--- src/rtl/game_state_gen2.sv ---
// game_state_gen2: up/down game counter with win/loss scoring and a
// three-state IDLE/RUN/OVER controller. Reaching all-ones scores a win,
// reaching zero scores a loss; the game ends when either score hits
// WIN_LIMIT.
// Optional feature: define GAME_TIMEOUT_EN to end a game (who = 11) after
// TIMEOUT_CYCLES un-held RUN cycles without a score end.
module game_state_gen2 #(
    parameter int COUNTER_SIZE   = 4,
    parameter int SCORE_SIZE     = 4,
    parameter int WIN_LIMIT      = 15,
    parameter int TIMEOUT_CYCLES = 1023
) (
    input  logic                    clk,
    input  logic                    reset,
    input  logic [1:0]              control,
    input  logic [COUNTER_SIZE-1:0] i_value,
    input  logic                    INIT,
    input  logic                    hold,
    output logic [COUNTER_SIZE-1:0] count,
    output logic                    win,
    output logic                    los,
    output logic [SCORE_SIZE-1:0]   win_score,
    output logic [SCORE_SIZE-1:0]   los_score,
    output logic [1:0]              who,
    output logic                    gameover
);

    localparam logic [1:0] IDLE = 2'd0;
    localparam logic [1:0] RUN  = 2'd1;
    localparam logic [1:0] OVER = 2'd2;

    localparam logic [SCORE_SIZE-1:0] LIMIT_LAST = SCORE_SIZE'(WIN_LIMIT - 1);

    logic [1:0]              state;
    logic [COUNTER_SIZE-1:0] count_next;
    logic                    advance;
    logic                    win_hit;
    logic                    los_hit;
    logic                    timeout_hit;

    // Next counter value for the selected step mode (modulo 2^COUNTER_SIZE)
    always_comb begin
        count_next = count;
        case (control)
            2'd0: count_next = count + COUNTER_SIZE'(1);
            2'd1: count_next = count + COUNTER_SIZE'(2);
            2'd2: count_next = count - COUNTER_SIZE'(1);
            2'd3: count_next = count - COUNTER_SIZE'(2);
            default: count_next = count;
        endcase
    end

    // Flags and game-end detection from the registered count and state
    always_comb begin
        win      = (state == RUN) && (count == '1);
        los      = (state == RUN) && (count == '0);
        gameover = (state == OVER);
        advance  = (state == RUN) && !hold;
        win_hit  = advance && win && (win_score == LIMIT_LAST);
        los_hit  = advance && los && (los_score == LIMIT_LAST);
    end

`ifdef GAME_TIMEOUT_EN
    localparam int TW = (TIMEOUT_CYCLES < 2) ? 1 : $clog2(TIMEOUT_CYCLES + 1);

    logic [TW-1:0] timer;

    assign timeout_hit = advance && (timer == TW'(TIMEOUT_CYCLES - 1));

    // Per-game budget of un-held RUN cycles
    always_ff @(posedge clk) begin
        if (reset || INIT) begin
            timer <= '0;
        end else if (advance) begin
            timer <= timer + TW'(1);
        end
    end
`else
    assign timeout_hit = 1'b0;
`endif

    // Game state, counter and scores; score end takes precedence over timeout
    always_ff @(posedge clk) begin
        if (reset) begin
            state     <= IDLE;
            count     <= '0;
            win_score <= '0;
            los_score <= '0;
            who       <= 2'b00;
        end else if (INIT) begin
            state     <= RUN;
            count     <= i_value;
            win_score <= '0;
            los_score <= '0;
            who       <= 2'b00;
        end else if (advance) begin
            if (win) begin
                win_score <= win_score + SCORE_SIZE'(1);
            end
            if (los) begin
                los_score <= los_score + SCORE_SIZE'(1);
            end
            // The counter keeps the scoring value on the edge that ends the game
            if (win_hit) begin
                state <= OVER;
                who   <= 2'b10;
            end else if (los_hit) begin
                state <= OVER;
                who   <= 2'b01;
            end else begin
                count <= count_next;
                if (timeout_hit) begin
                    state <= OVER;
                    who   <= 2'b11;
                end
            end
        end
    end

endmodule
--- config.mk ---
export PLATFORM = sky130hd
export DESIGN_NAME = game_state_gen2
export DESIGN_NICKNAME = d
export VERILOG_FILES = /design/src/rtl/game_state_gen2.sv
export SDC_FILE = /design/constraint.sdc
export NUM_CORES = 1
export LEC_CHECK = 0
export CORE_ASPECT_RATIO = 1.1
export CORE_MARGIN = 4
export CORE_UTILIZATION = 35
export CTS_CLUSTER_SIZE = 8
export DETAILED_ROUTE_END_ITERATION = 10
export PLACE_DENSITY_LB_ADDON = 0.25
export REMOVE_ABC_BUFFERS = 1
export SYNTH_ARGS = -nofsm -noshare
export SYNTH_HDL_FRONTEND = slang
export SYNTH_SLANG_ARGS = --single-unit
--- constraint.sdc ---
create_clock -name clk -period 2.9 [get_ports clk]
set_clock_uncertainty 0.2 [all_clocks]
set_input_delay 0.29 -clock clk [delete_from_list [all_inputs] [get_ports clk]]
set_output_delay 0.29 -clock clk [all_outputs]
set_load 0.02 [all_outputs]
## After elaboration in Yosys (flattened, before gate mapping)

Cells that the tools add are included.

| word-level totals | value |
|---|---|
| bits in registers | 16 |
| input port bits | 10 |
| logic and storage cells | 52 |

| cells by class | value |
|---|---|
| add/subtract/negate cells | 6 |
| eq/ne operators | 10 |
| multiplexer cells | 11 |
| reductions and logical operators | 19 |

Operators by type and width:

| operator | count |
|---|---|
| $mux W4 | 4 |
| $pmux W4 S4 | 1 |
| $add A4 B1 Y4 const B | 3 |
| $eq A4 B4 Y1 const B | 3 |
| $mux W2 | 4 |
| $reduce_and A2 Y1 | 4 |
| $logic_and A1 B1 Y1 | 7 |
| $eq A2 B2 Y1 const B | 3 |
| $add A4 B2 Y4 const B | 1 |
| $eq A2 B1 Y1 const B | 2 |
| $logic_not A4 Y1 | 1 |
| $ne A2 B2 Y1 const B | 2 |
| $reduce_bool A2 Y1 | 2 |
| $sub A4 B1 Y4 const B | 1 |
| $sub A4 B2 Y4 const B | 1 |
| $reduce_and A3 Y1 | 1 |
| $reduce_bool A3 Y1 | 1 |
| $logic_not A2 Y1 | 1 |
| $mux W1 | 2 |
| $reduce_or A2 Y1 | 1 |
| $logic_not A1 Y1 | 1 |

## Logic depth before layout (Yosys ltp)

| depth | value |
|---|---|
| word-level depth | 8 |
| depth in mapped cells | 9 |

## Worst setup path before layout

No wires, ideal clock.

| path | value |
|---|---|
| path kind | register to register |
| from | register count[1] |
| to | register count[3] |
| library setup time | 79 ps |
| arrival time | 2016 ps |
| setup slack | 605 ps |
| cell stages (with the launch flop) | 8 |
| path through | dfxtp_1 inv_1 fa_1 or2b_1 a32o_1 nor4_2 xnor2_1 a211oi_2 |

| between the ends | value |
|---|---|
| word-level cells in the longest chain between the ends | 6 |

Ends and longest elaborated chain:

| element | line | text |
|---|---|---|
| start, declared | 19 | `output logic [COUNTER_SIZE-1:0] count,` |
| start signal, assigned | 92 | `count <= i_value;` |
| start signal, assigned | 111 | `count <= count_next;` |
| $sub A4 B2 Y4, or another cell as far along | 48 | `2'd3: count_next = count - COUNTER_SIZE'(2);` |
| $pmux W4 S4, or another cell as far along | 44 | `case (control)` |
| $mux W4, or another cell as far along | 107 | `end else if (los_hit) begin` |
| $mux W4, or another cell as far along | 104 | `if (win_hit) begin` |
| $mux W4 / $ne A2 B2 Y1 (equally long branches) | - |  |
| $mux W4 / $reduce_and A3 Y1 (equally long branches) | - |  |

Several ways; a longest one is shown, not always the timed one. The select of a mux whose other input is x is not followed.
A chain may end at the register's enable or synchronous reset.

## Worst setup path after layout

| path | value |
|---|---|
| from | register count[0] |
| to | output port los |

| between the ends | value |
|---|---|
| word-level cells in the longest chain between the ends | 2 |

Ends and longest elaborated chain:

| element | line | text |
|---|---|---|
| $logic_not A4 Y1 | 56 | `los = (state == RUN) && (count == '0);` |
| $logic_and A1 B1 Y1 | 56 |  |
| end, declared | 21 | `output logic los,` |

Every way passes these cells.

==> results.md <==
- Final Max Tran Viols: 0
- Die Ht: 62.3 µm
- Largest cells by area after synthesis: dfxtp_1 (34%), nor2_1 (8.0%), ha_1 (6.7%)
- Multi-input gate area: 583 µm²
- Post-detailed-route wirelength per cell: 12.2 µm
- DRT antenna net count: 0
- Fillers: 267
- Unrepaired setup endpoints after global routing: false
- Delay of the slowest critical-path stage: 620 ps
- WP data required: between 2000 and 2500 ps
- H-tree Lvls: 1
- Compound-Gate Fraction of Synth Area: 15.6%
- Final setup fails: 0
- Critical-path cell list: or4_4 -> nor2_1 -> clkdlybuf4s50_1
- Slew headroom: 63.0%
- Die W: 57.3 µm
- Layout cells sized above 1: under 10%
- First-pass GRT wire length: 3710 µm
- P&R area growth vs syn: 35.8%
- I/O Buffers: 26
- Number of global-route vias before repair: 832
- Total Wirelength: 2050 µm
- Library cells used by synthesis: 42
- CP arrival: 2010 ps
- Initial antenna violation count: 0
- Cell family with most CP delay: simple AND/OR/NAND/NOR gates
- Status: complete, no violations
- Register area share after synthesis: 34.2%
- Hold WC Path Type: reg -> reg
- Final Cycle Share: between 80 and 90%
- Post-cts gate resize count: 0
- Worst-path maximum fanout: 8
- Peak supply drop: 0.252 mV
- Clock buffer count from CTS: 3
- DRC: 0
- Pin count of the biggest net entering global routing: 11
- Nature of the critical path endpoint: output port
- Starting Density: approximately 37%
- Synth Instances: between 100 and 150
- TNS Setup: 0 ps
- PD cells: 374 nW/µm²
- Most common cell in the synthesized netlist: nor2_1
- Worst-Skew Late Latency: approximately 280 ps
- Synth top area share: 34.2%
- Post-synthesis mux area share: 1.07%
- Post-synth EDFFs: 0
- Row count: 19
- Placer congestion estimate: 0.862
- Post-route minimum period: roughly 2500 ps
- Antenna cells: 0
- Total Power: 0.475 mW
- Root buf cell: clkbuf_4
- Crit path kind: reg -> out
- Hold-fix buffers, CTS: 0
- Gr ovfl total: 0
- First-pass DRT Iterations: 2
- Post-detail-place hpwl: around 1600 µm
- Final number of hold-violating endpoints: 0
- Leak Pwr: 0.462 nW
- I/O Pins: 27
- Critical-path top delay cell: clkdlybuf4s50_1
- Routed vias/inst: 5.21
- Post-Synth XOR/XNOR Area: 8.41%
- Total number of vias: 876
- Clk buf depth: 2
- Total Routing Usage GR: about an eighth
- Simple-gate share of the synthesized area: ~28%
- Core box area: ~2500 µm²
- CP Buf/Inv Count: 1
- Drt initial violations: 8
- Post-CTS setup buffers: 0
- Synth Cell Area: 937 µm²
- Yosys top cell by area: dfxtp_1
- CTS Sinks: 16
- Fmax: 400 MHz
- Adder-cell area share of the yosys netlist: 8.81%
- Synth async-reset ratio: 0%
- Register area: 320 µm²
- Ys Warns: 0
- Placed insts: ~160
- Tightest Pin Transition: 551 ps
- Flops & latches, synth: 16
- CTS tree: yes
- CP startpoint kind: flop
- Post-synth top cells: nor2_1 (20), dfxtp_1 (16), inv_1 (7)
- Post-Layout Cell Count: 168
- Predominant post-synthesis flop cell: dfxtp_1
- Die area: 3570 µm²
- Worst-path clk slew: 100 ps
- Largest family of logic cells by synthesized area: simple AND/OR/NAND/NOR gates
- Max-cap violations: 0
- Post-Syn Area per Cell: 8.68 µm²
- Final #Nets: 154
==> worst register-to-register path, delay by kind of cell (launching register included) <==
family	cells	cell delay [ps]
xor gates and xnor gates	1	110
buffers and inverters	1	150
and+or+nand+nor	2	400
adders and majority gates	1	440
DFF	1	460
AOI/OAI and AO/OA	2	470
==> sequential cells by signal (all words and copies together) (netlist names) <==
register   cells
count          4
los_score      4
state          2
who            2
win_score      4
==> cells in the final DEF, fill, tap and decap left out, drive strengths merged <==
cell / count
or4: 2
nor4: 1
nor3: 4
a211oi: 3
mux2i: 1
buf: 1
a21oi: 3
a32o: 1
inv: 7
nor3b: 1
o211a: 1
o22ai: 1
nand2: 5
nand4: 2
nand3b: 1
o21bai: 1
fa: 1
o21a: 2
or2: 2
clkdlybuf4s50: 26
ha: 5
o21ai: 3
or2b: 1
a21boi: 1
xnor2: 5
nor2: 20
dfxtp: 16
o31a: 1
or3: 2
nand2b: 2
nand4b: 1
xor2: 4
clkbuf: 4
nand3: 3
a311oi: 2
nor2b: 1
==> worst paths after layout <==
check,startpoint,to,slack [ps],depth (start not counted)
worst max register to register,count[1]$_SDFFE_PP0P_,count[3]$_SDFFE_PP0P_,590,7
worst max-delay path,count[0]$_SDFFE_PP0P_,los,400,3
worst min-delay path,who[0]$_SDFFE_PP0P_,who[0]$_SDFFE_PP0P_,260,2
worst min register to register,who[0]$_SDFFE_PP0P_,who[0]$_SDFFE_PP0P_,260,2
==> final cells by class <==
type / count / share of cell area, %
Tap cell: 31 / 3.05
Multi-Input combinational cell: 83 / 45.8
Clock buffer: 4 / 2.85
Sequential cell: 16 / 25.2
Inverter: 7 / 2.06
Timing Repair Buffer: 27 / 21.0
==> stage by stage <==
stage / area [µm²] / hold slack (ps) / utilization, % / setup slack (ps)
6_report: 1270 / 263 / 50.5 / 398
5_1_grt: 1270 / 301 / 50.5 / 283
4_1_cts: 1270 / 272 / 50.5 / 375
3_5_place_dp: 1240 / 251 / 49.1 / 384
3_3_place_gp: 1240 / 253 / 49.1 / 436
2_1_floorplan: 930 / 155 / - / 605
==> per-layer routing <==
layer	up-vias	global-route usage (%)	part of all wire, %
met5	-	0	0
met4	0	4.35	1.2
met3	4	2.48	3.7
met2	16	20.7	49
met1	424	15.3	46
li1	432	-	-
==> cells by family after synthesis <==
family                   Yosys count
adder cells (fa/ha/maj)            6
AO/OA/AOI/OAI                     19
AND/OR/NAND/NOR                   48
buffers and inverters              9
flip-flops                        16
XOR/XNOR                           9
multiplexers                       1
==> power by group <==
part           switching [mW]  total, mW  internal (mW)
Sequential            0.00906      0.235          0.226
Clock                  0.0707      0.147         0.0762
Combinational          0.0461     0.0938         0.0477
No activity file was read; power rests on OpenSTA's default activity.
